==> config.mk <==
export PLATFORM = sky130hd
export DESIGN_NAME = m_wdt_kick
export DESIGN_NICKNAME = d
export VERILOG_FILES = /design/src/rtl/m_wdt_kick_pkg.sv /design/src/rtl/m_wdt_kick_sync2.sv /design/src/rtl/m_wdt_kick.sv
export SDC_FILE = /design/constraint.sdc
export NUM_CORES = 1
export LEC_CHECK = 0
export BUFFER_PORTS_ARGS = -buffer_cell sky130_fd_sc_hd__buf_4
export CORE_MARGIN = 3
export CORE_UTILIZATION = 45
export CTS_BUF_LIST = sky130_fd_sc_hd__clkbuf_4 sky130_fd_sc_hd__clkbuf_8
export CTS_CLUSTER_DIAMETER = 80
export CTS_CLUSTER_SIZE = 40
export DETAILED_ROUTE_END_ITERATION = 8
export PLACE_DENSITY_LB_ADDON = 0.3
export SLEW_MARGIN = 20
export SYNTH_ARGS = -nofsm -noshare
export SYNTH_HDL_FRONTEND = slang
export SYNTH_HIERARCHICAL = 1
export SYNTH_SLANG_ARGS = --single-unit
==> constraint.sdc <==
create_clock -name clk -period 2.9 [get_ports clk]
set_input_delay 0.145 -clock clk [delete_from_list [all_inputs] [get_ports clk]]
set_output_delay 0.145 -clock clk [all_outputs]
set_load 0.005 [all_outputs]
==> src/rtl/m_wdt_kick_pkg.sv <==
// Shared watchdog definitions: FSM state codes and the default timing set
// used by both the kicker and the m_reset parameterisation.
package pkg_wdt;

    typedef enum logic [2:0] {
        ST_IDLE   = 3'd0,
        ST_WAIT   = 3'd1,
        ST_KICK   = 3'd2,
        ST_STARVE = 3'd3,
        ST_SOFT   = 3'd4,
        ST_HOLD   = 3'd5
    } wdt_state_e;

    localparam int T_START_DEF = 100;
    localparam int T_KICK_DEF  = 1000;
    localparam int T_ALIVE_DEF = 3000;
    localparam int T_SOFT_DEF  = 400;
    localparam int CW_DEF      = 16;

    function automatic logic [15:0] sat_inc16(input logic [15:0] v);
        return (v == 16'hFFFF) ? v : v + 16'd1;
    endfunction

endpackage

==> src/rtl/m_wdt_kick_sync2.sv <==
// Two-flop synchroniser with synchronous reset; output reads 0 while in reset
// so a fresh power-up always looks like "system still in reset".
module m_sync2 (
    input  logic clk,
    input  logic rst,
    input  logic d_i,
    output logic q_o
);

    logic meta_q, meta_d;
    logic sync_q, sync_d;

    always_comb begin
        meta_d = d_i;
        sync_d = meta_q;
    end

    always_ff @(posedge clk) begin
        if (rst) begin
            meta_q <= 1'b0;
            sync_q <= 1'b0;
        end else begin
            meta_q <= meta_d;
            sync_q <= sync_d;
        end
    end

    assign q_o = sync_q;

endmodule

==> src/rtl/m_wdt_kick.sv <==
// Watchdog kicker: toggles wdi while software stays alive, lets the external
// watchdog bite on starvation, and can pulse an open-drain soft reset.
module m_wdt_kick
    import pkg_wdt::*;
#(
    parameter int T_START = T_START_DEF,
    parameter int T_KICK  = T_KICK_DEF,
    parameter int T_ALIVE = T_ALIVE_DEF,
    parameter int T_SOFT  = T_SOFT_DEF,
    parameter int CW      = CW_DEF
) (
    input  logic        clk,
    input  logic        rst,
    input  logic        sys_rst_n,
    input  logic        en,
    input  logic        alive,
    input  logic        soft_req,
    output logic        wdi_o,
    output logic        wdi_oe,
    output logic        soft_rst_oe,
    output logic [2:0]  state,
    output logic [15:0] kick_cnt
);

    localparam logic [CW-1:0] START_LAST = CW'(T_START - 1);
    localparam logic [CW-1:0] KICK_LAST  = CW'(T_KICK - 1);
    localparam logic [CW-1:0] ALIVE_LAST = CW'(T_ALIVE - 1);
    localparam logic [CW-1:0] SOFT_LAST  = CW'(T_SOFT - 1);
    localparam logic [CW-1:0] CNT_ONE    = CW'(1);

    logic srn;

    wdt_state_e    state_q, state_d;
    logic [CW-1:0] cnt_q, cnt_d;
    logic [CW-1:0] alive_cnt_q, alive_cnt_d;
    logic          wdi_q, wdi_d;
    logic          wdi_oe_q, wdi_oe_d;
    logic          soft_oe_q, soft_oe_d;
    logic [15:0]   kick_cnt_q, kick_cnt_d;

    m_sync2 u_sync_srn (
        .clk (clk),
        .rst (rst),
        .d_i (sys_rst_n),
        .q_o (srn)
    );

    always_comb begin
        state_d     = state_q;
        cnt_d       = cnt_q;
        alive_cnt_d = alive_cnt_q;
        wdi_d       = wdi_q;
        wdi_oe_d    = wdi_oe_q;
        soft_oe_d   = soft_oe_q;
        kick_cnt_d  = kick_cnt_q;

        // Losing system reset overrides everything and releases both lines.
        if (!srn) begin
            state_d   = ST_IDLE;
            wdi_oe_d  = 1'b0;
            soft_oe_d = 1'b0;
        end else begin
            case (state_q)
                ST_IDLE: begin
                    wdi_oe_d  = 1'b0;
                    soft_oe_d = 1'b0;
                    state_d   = ST_WAIT;
                    cnt_d     = '0;
                end
                ST_WAIT: begin
                    if (soft_req) begin
                        state_d   = ST_SOFT;
                        cnt_d     = '0;
                        wdi_oe_d  = 1'b0;
                        soft_oe_d = 1'b1;
                    end else if (cnt_q == START_LAST) begin
                        state_d     = ST_KICK;
                        cnt_d       = '0;
                        alive_cnt_d = '0;
                        wdi_d       = 1'b0;
                        wdi_oe_d    = 1'b1;
                        kick_cnt_d  = '0;
                    end else begin
                        cnt_d = cnt_q + CNT_ONE;
                    end
                end
                ST_KICK: begin
                    if (soft_req) begin
                        state_d   = ST_SOFT;
                        cnt_d     = '0;
                        wdi_oe_d  = 1'b0;
                        soft_oe_d = 1'b1;
                    end else if (!en || (!alive && alive_cnt_q == ALIVE_LAST)) begin
                        state_d = ST_STARVE;
                    end else begin
                        if (cnt_q == KICK_LAST) begin
                            wdi_d      = ~wdi_q;
                            cnt_d      = '0;
                            kick_cnt_d = sat_inc16(kick_cnt_q);
                        end else begin
                            cnt_d = cnt_q + CNT_ONE;
                        end
                        alive_cnt_d = alive ? '0 : alive_cnt_q + CNT_ONE;
                    end
                end
                ST_STARVE: begin
                    if (soft_req) begin
                        state_d   = ST_SOFT;
                        cnt_d     = '0;
                        wdi_oe_d  = 1'b0;
                        soft_oe_d = 1'b1;
                    end else if (alive && en) begin
                        // Restart the kick period so the next toggle is a full period away.
                        state_d     = ST_KICK;
                        cnt_d       = '0;
                        alive_cnt_d = '0;
                    end
                end
                ST_SOFT: begin
                    if (cnt_q == SOFT_LAST) begin
                        state_d   = ST_HOLD;
                        soft_oe_d = 1'b0;
                    end else begin
                        cnt_d = cnt_q + CNT_ONE;
                    end
                end
                ST_HOLD: begin
                    wdi_oe_d  = 1'b0;
                    soft_oe_d = 1'b0;
                end
                default: begin
                    state_d   = ST_IDLE;
                    wdi_oe_d  = 1'b0;
                    soft_oe_d = 1'b0;
                end
            endcase
        end
    end

    always_ff @(posedge clk) begin
        if (rst) begin
            state_q     <= ST_IDLE;
            cnt_q       <= '0;
            alive_cnt_q <= '0;
            wdi_q       <= 1'b0;
            wdi_oe_q    <= 1'b0;
            soft_oe_q   <= 1'b0;
            kick_cnt_q  <= '0;
        end else begin
            state_q     <= state_d;
            cnt_q       <= cnt_d;
            alive_cnt_q <= alive_cnt_d;
            wdi_q       <= wdi_d;
            wdi_oe_q    <= wdi_oe_d;
            soft_oe_q   <= soft_oe_d;
            kick_cnt_q  <= kick_cnt_d;
        end
    end

    assign wdi_o       = wdi_q;
    assign wdi_oe      = wdi_oe_q;
    assign soft_rst_oe = soft_oe_q;
    assign state       = state_q;
    assign kick_cnt    = kick_cnt_q;

endmodule

==> impl_metrics.ini <==
[setup_path]
r2r_start = cnt_q[12]$_SDFFE_PP0P_
critPathBufInv = 0
crit_required_ps = 3150
cp_cell_sequence = or4_4 > or4_4 > a2111oi_4 > nand4_1 > or3_1 > a21oi_1
crit_type = register to register
start_kind = register
crit_cells = 6
cp_common_cell = or4_4
arrival_ps = 3040
worstPathMaxFanout = 6
crit_start = cnt_q[12]$_SDFFE_PP0P_
reg2reg_slack_ps = 110
slowest_delay_ps = 600
cpMaxStageDelayCell = or4_4
crit_family = simple AND/OR/NAND/NOR gates
r2r_cells = 6
crit_path_end = alive_cnt_q[15]$_SDFFE_PP0P_
r2r-end = alive_cnt_q[15]$_SDFFE_PP0P_
cp-end-kind = register

[sta]
drv_slew = 0
hold_viol = 0
rsz0062_at_grt = false
finalSetupViolCount = 0
slew_headroom_pct = 47.3
timing.setup.tns_ps = 0
worst_pin_slew_ps = 783
fin_crit_sh_pct = 96.2
period_needed_ps = 2790
fin_skew_ps = 16.4
layout_setup_ws_ps = 111
fmax_mhz = 359

[clock_network]
numCtsBuffers = 5
cts_tree = built
ctsResizeCount = 0
clockBufferDepth = 2
cts_setup_buffers = 0
h-tree-depth = 2
cts.clk_slew.worst_paths_ps = 100
cts-root-buf = clkbuf_8
worst_skew_pair.late_latency_ps = 330
clock-sinks = 56
ctsHoldBuffers = 0

[synthesis]
synth-seq-area-share_pct = 36.4
yosys_register_bits = 56
syn_area_per_cell_um2 = 8.13
synthCells = 379
ys_types = 55
ys.warnings.count = 6
syn_nets = 388
async_reset_ff_share_pct = 0
synth_area_um2 = 3080
synth-edff-count = 0
ys.flop_type = dfxtp_1

[power_and_ir_drop]
peakVddDrop_v = 0.000187
power.leakage_uw = 0.00120
power.density_nw_per_um2 = 358

[job]
drv_cap = 0

[routing]
wirelength_mm = 7.02
drt_first_pass_iters = 4
vias_per_cell = 5.95
dr.first_iter.drc_count = 292
vias = 2915
final_antenna_net_count = 0
drc = 0
wl_per_cell_um = 14.3

[floorplanning]
pin_count = 28
core_area_um2 = 6490
die_h_um = 88.8
die_x_um = 88.8
die-area_um2 = 7880
initial_core_util_pct = 47.4
fp-row-count = 29

[cells_and_area]
fin_util_pct = 54.1
antennaDiodeCount = 0
final_cell_mix = dfxtp_1 (56), nand2_1 (42), buf_4 (42)
syn2layout_area_growth_pct = 14.1
final_layout_size_suffix_gt1_share_pct = 17.2
mostFrequentLayoutCell = dfxtp_1
nets = 421

[placement]
globalplace.congestion = 0.870
place_ws_ps = 144
hpwl_mm = 5.16
io_buffers = 27

[grt]
antenna_found_initial = 0
grt_pass1_vias = 2626
track_usage_pct = 19.1
grt_pass1_wl_mm = 12.1
grt_remaining_overflow = 0
grt_max_degree = 19

[worst_hold_path]
hold_class = input port to register

[outcome]
status = completed
==> area by class of cell <==
cell class	instances	area [um^2]
clock inverters	3	22.5
inverters	14	52.6
multi-input cells	292	1830
repair buffers	43	327
fillers	628	2980
flip-flops and latches	56	1120
clock buffers	5	68.8
well taps	77	96.3
==> synth_stat cells (3+ instances only) <==
library cell,count,area (um^2)
nand2_1,42,158
and3_1,11,68.8
inv_1,14,52.6
nand3_1,18,90.1
xor2_1,9,78.8
nor2b_1,5,31.3
or4_1,4,30.0
ha_1,3,37.5
or3_1,18,113
o311ai_0,3,26.3
nor4_1,8,50.1
a2bb2oi_1,12,105
o31ai_1,12,90.1
xnor2_1,3,26.3
nor3_1,5,25.0
nor2_1,24,90.1
buf_2,4,20.0
clkbuf_1,10,37.5
nand4_1,16,100
and2_1,3,18.8
o21ai_0,21,105
dfxtp_1,56,1120
a21oi_1,25,125
nand3b_1,3,22.5
or2_2,4,25.0
nand2b_1,7,43.8
==> flip-flops by register name, summed over array words and instances, names as in the netlist <==
register	flops
soft_rst_oe	1
kick_cnt	16
wdi_o	1
state	3
u_sync_srn/meta_q	1
cnt_q	16
u_sync_srn/q_o	1
wdi_oe	1
alive_cnt_q	16
==> where the power goes <==
| part | internal, uW | leakage [uW] | switching, uW |
|---|---|---|---|
| Sequential | 770 | 0.000451 | 2.40 |
| Clock | 174 | 0.0000485 | 267 |
| Combinational | 15.8 | 0.000703 | 30.3 |
| Total | 960 | 0.00120 | 299 |
==> kinds of logic (layout without fill, tap and decap cells) <==
| logic type | after synthesis | count (layout) | share of synthesized area, % |
|---|---|---|---|
| AND/OR/NAND/NOR | 181 | 181 | 32.7 |
| adder cells (fa/ha/maj) | 3 | 3 | 1.22 |
| flip-flops | 56 | 56 | 36.4 |
| XOR/XNOR | 12 | 12 | 3.41 |
| buffers and inverters | 31 | 65 | 4.30 |
| AO/OA/AOI/OAI | 96 | 96 | 22.0 |
==> worst min path at each step <==
stage	slack, ps	start	cells past startpoint	to
6_report	40	sys_rst_n	2	u_sync_srn/meta_q$_SDFF_PP0_
4_1_cts	40	soft_req	2	state[1]$_SDFFE_PP0P_
3_5_place_dp	370	sys_rst_n	2	u_sync_srn/meta_q$_SDFF_PP0_
2_1_floorplan	210	rst	1	alive_cnt_q[1]$_SDFFE_PP0P_
3_3_place_gp	370	sys_rst_n	2	u_sync_srn/meta_q$_SDFF_PP0_
5_1_grt	50	rst	2	alive_cnt_q[1]$_SDFFE_PP0P_
==> metal layers <==
metal / GRT usage, % / up-vias / routed length (um)
met3: 3.72 / 5 / 269
met4: 6.46 / 0 / 58
li1: - / 1475 / -
met5: 0 / - / 0
met1: 27.3 / 1383 / 3500
met2: 28.6 / 52 / 3190
==> per-stage QoR <==
step	hold slack [ps]	power [uW]	instances	instance area, um^2
2_1_floorplan	214	816	379	3080
3_3_place_gp	366	837	482	3420
3_5_place_dp	374	836	482	3420
4_1_cts	37.3	1280	490	3510
5_1_grt	46.8	1320	490	3520
6_report	36.9	1260	490	3520
No activity file was read; power rests on OpenSTA's default activity.
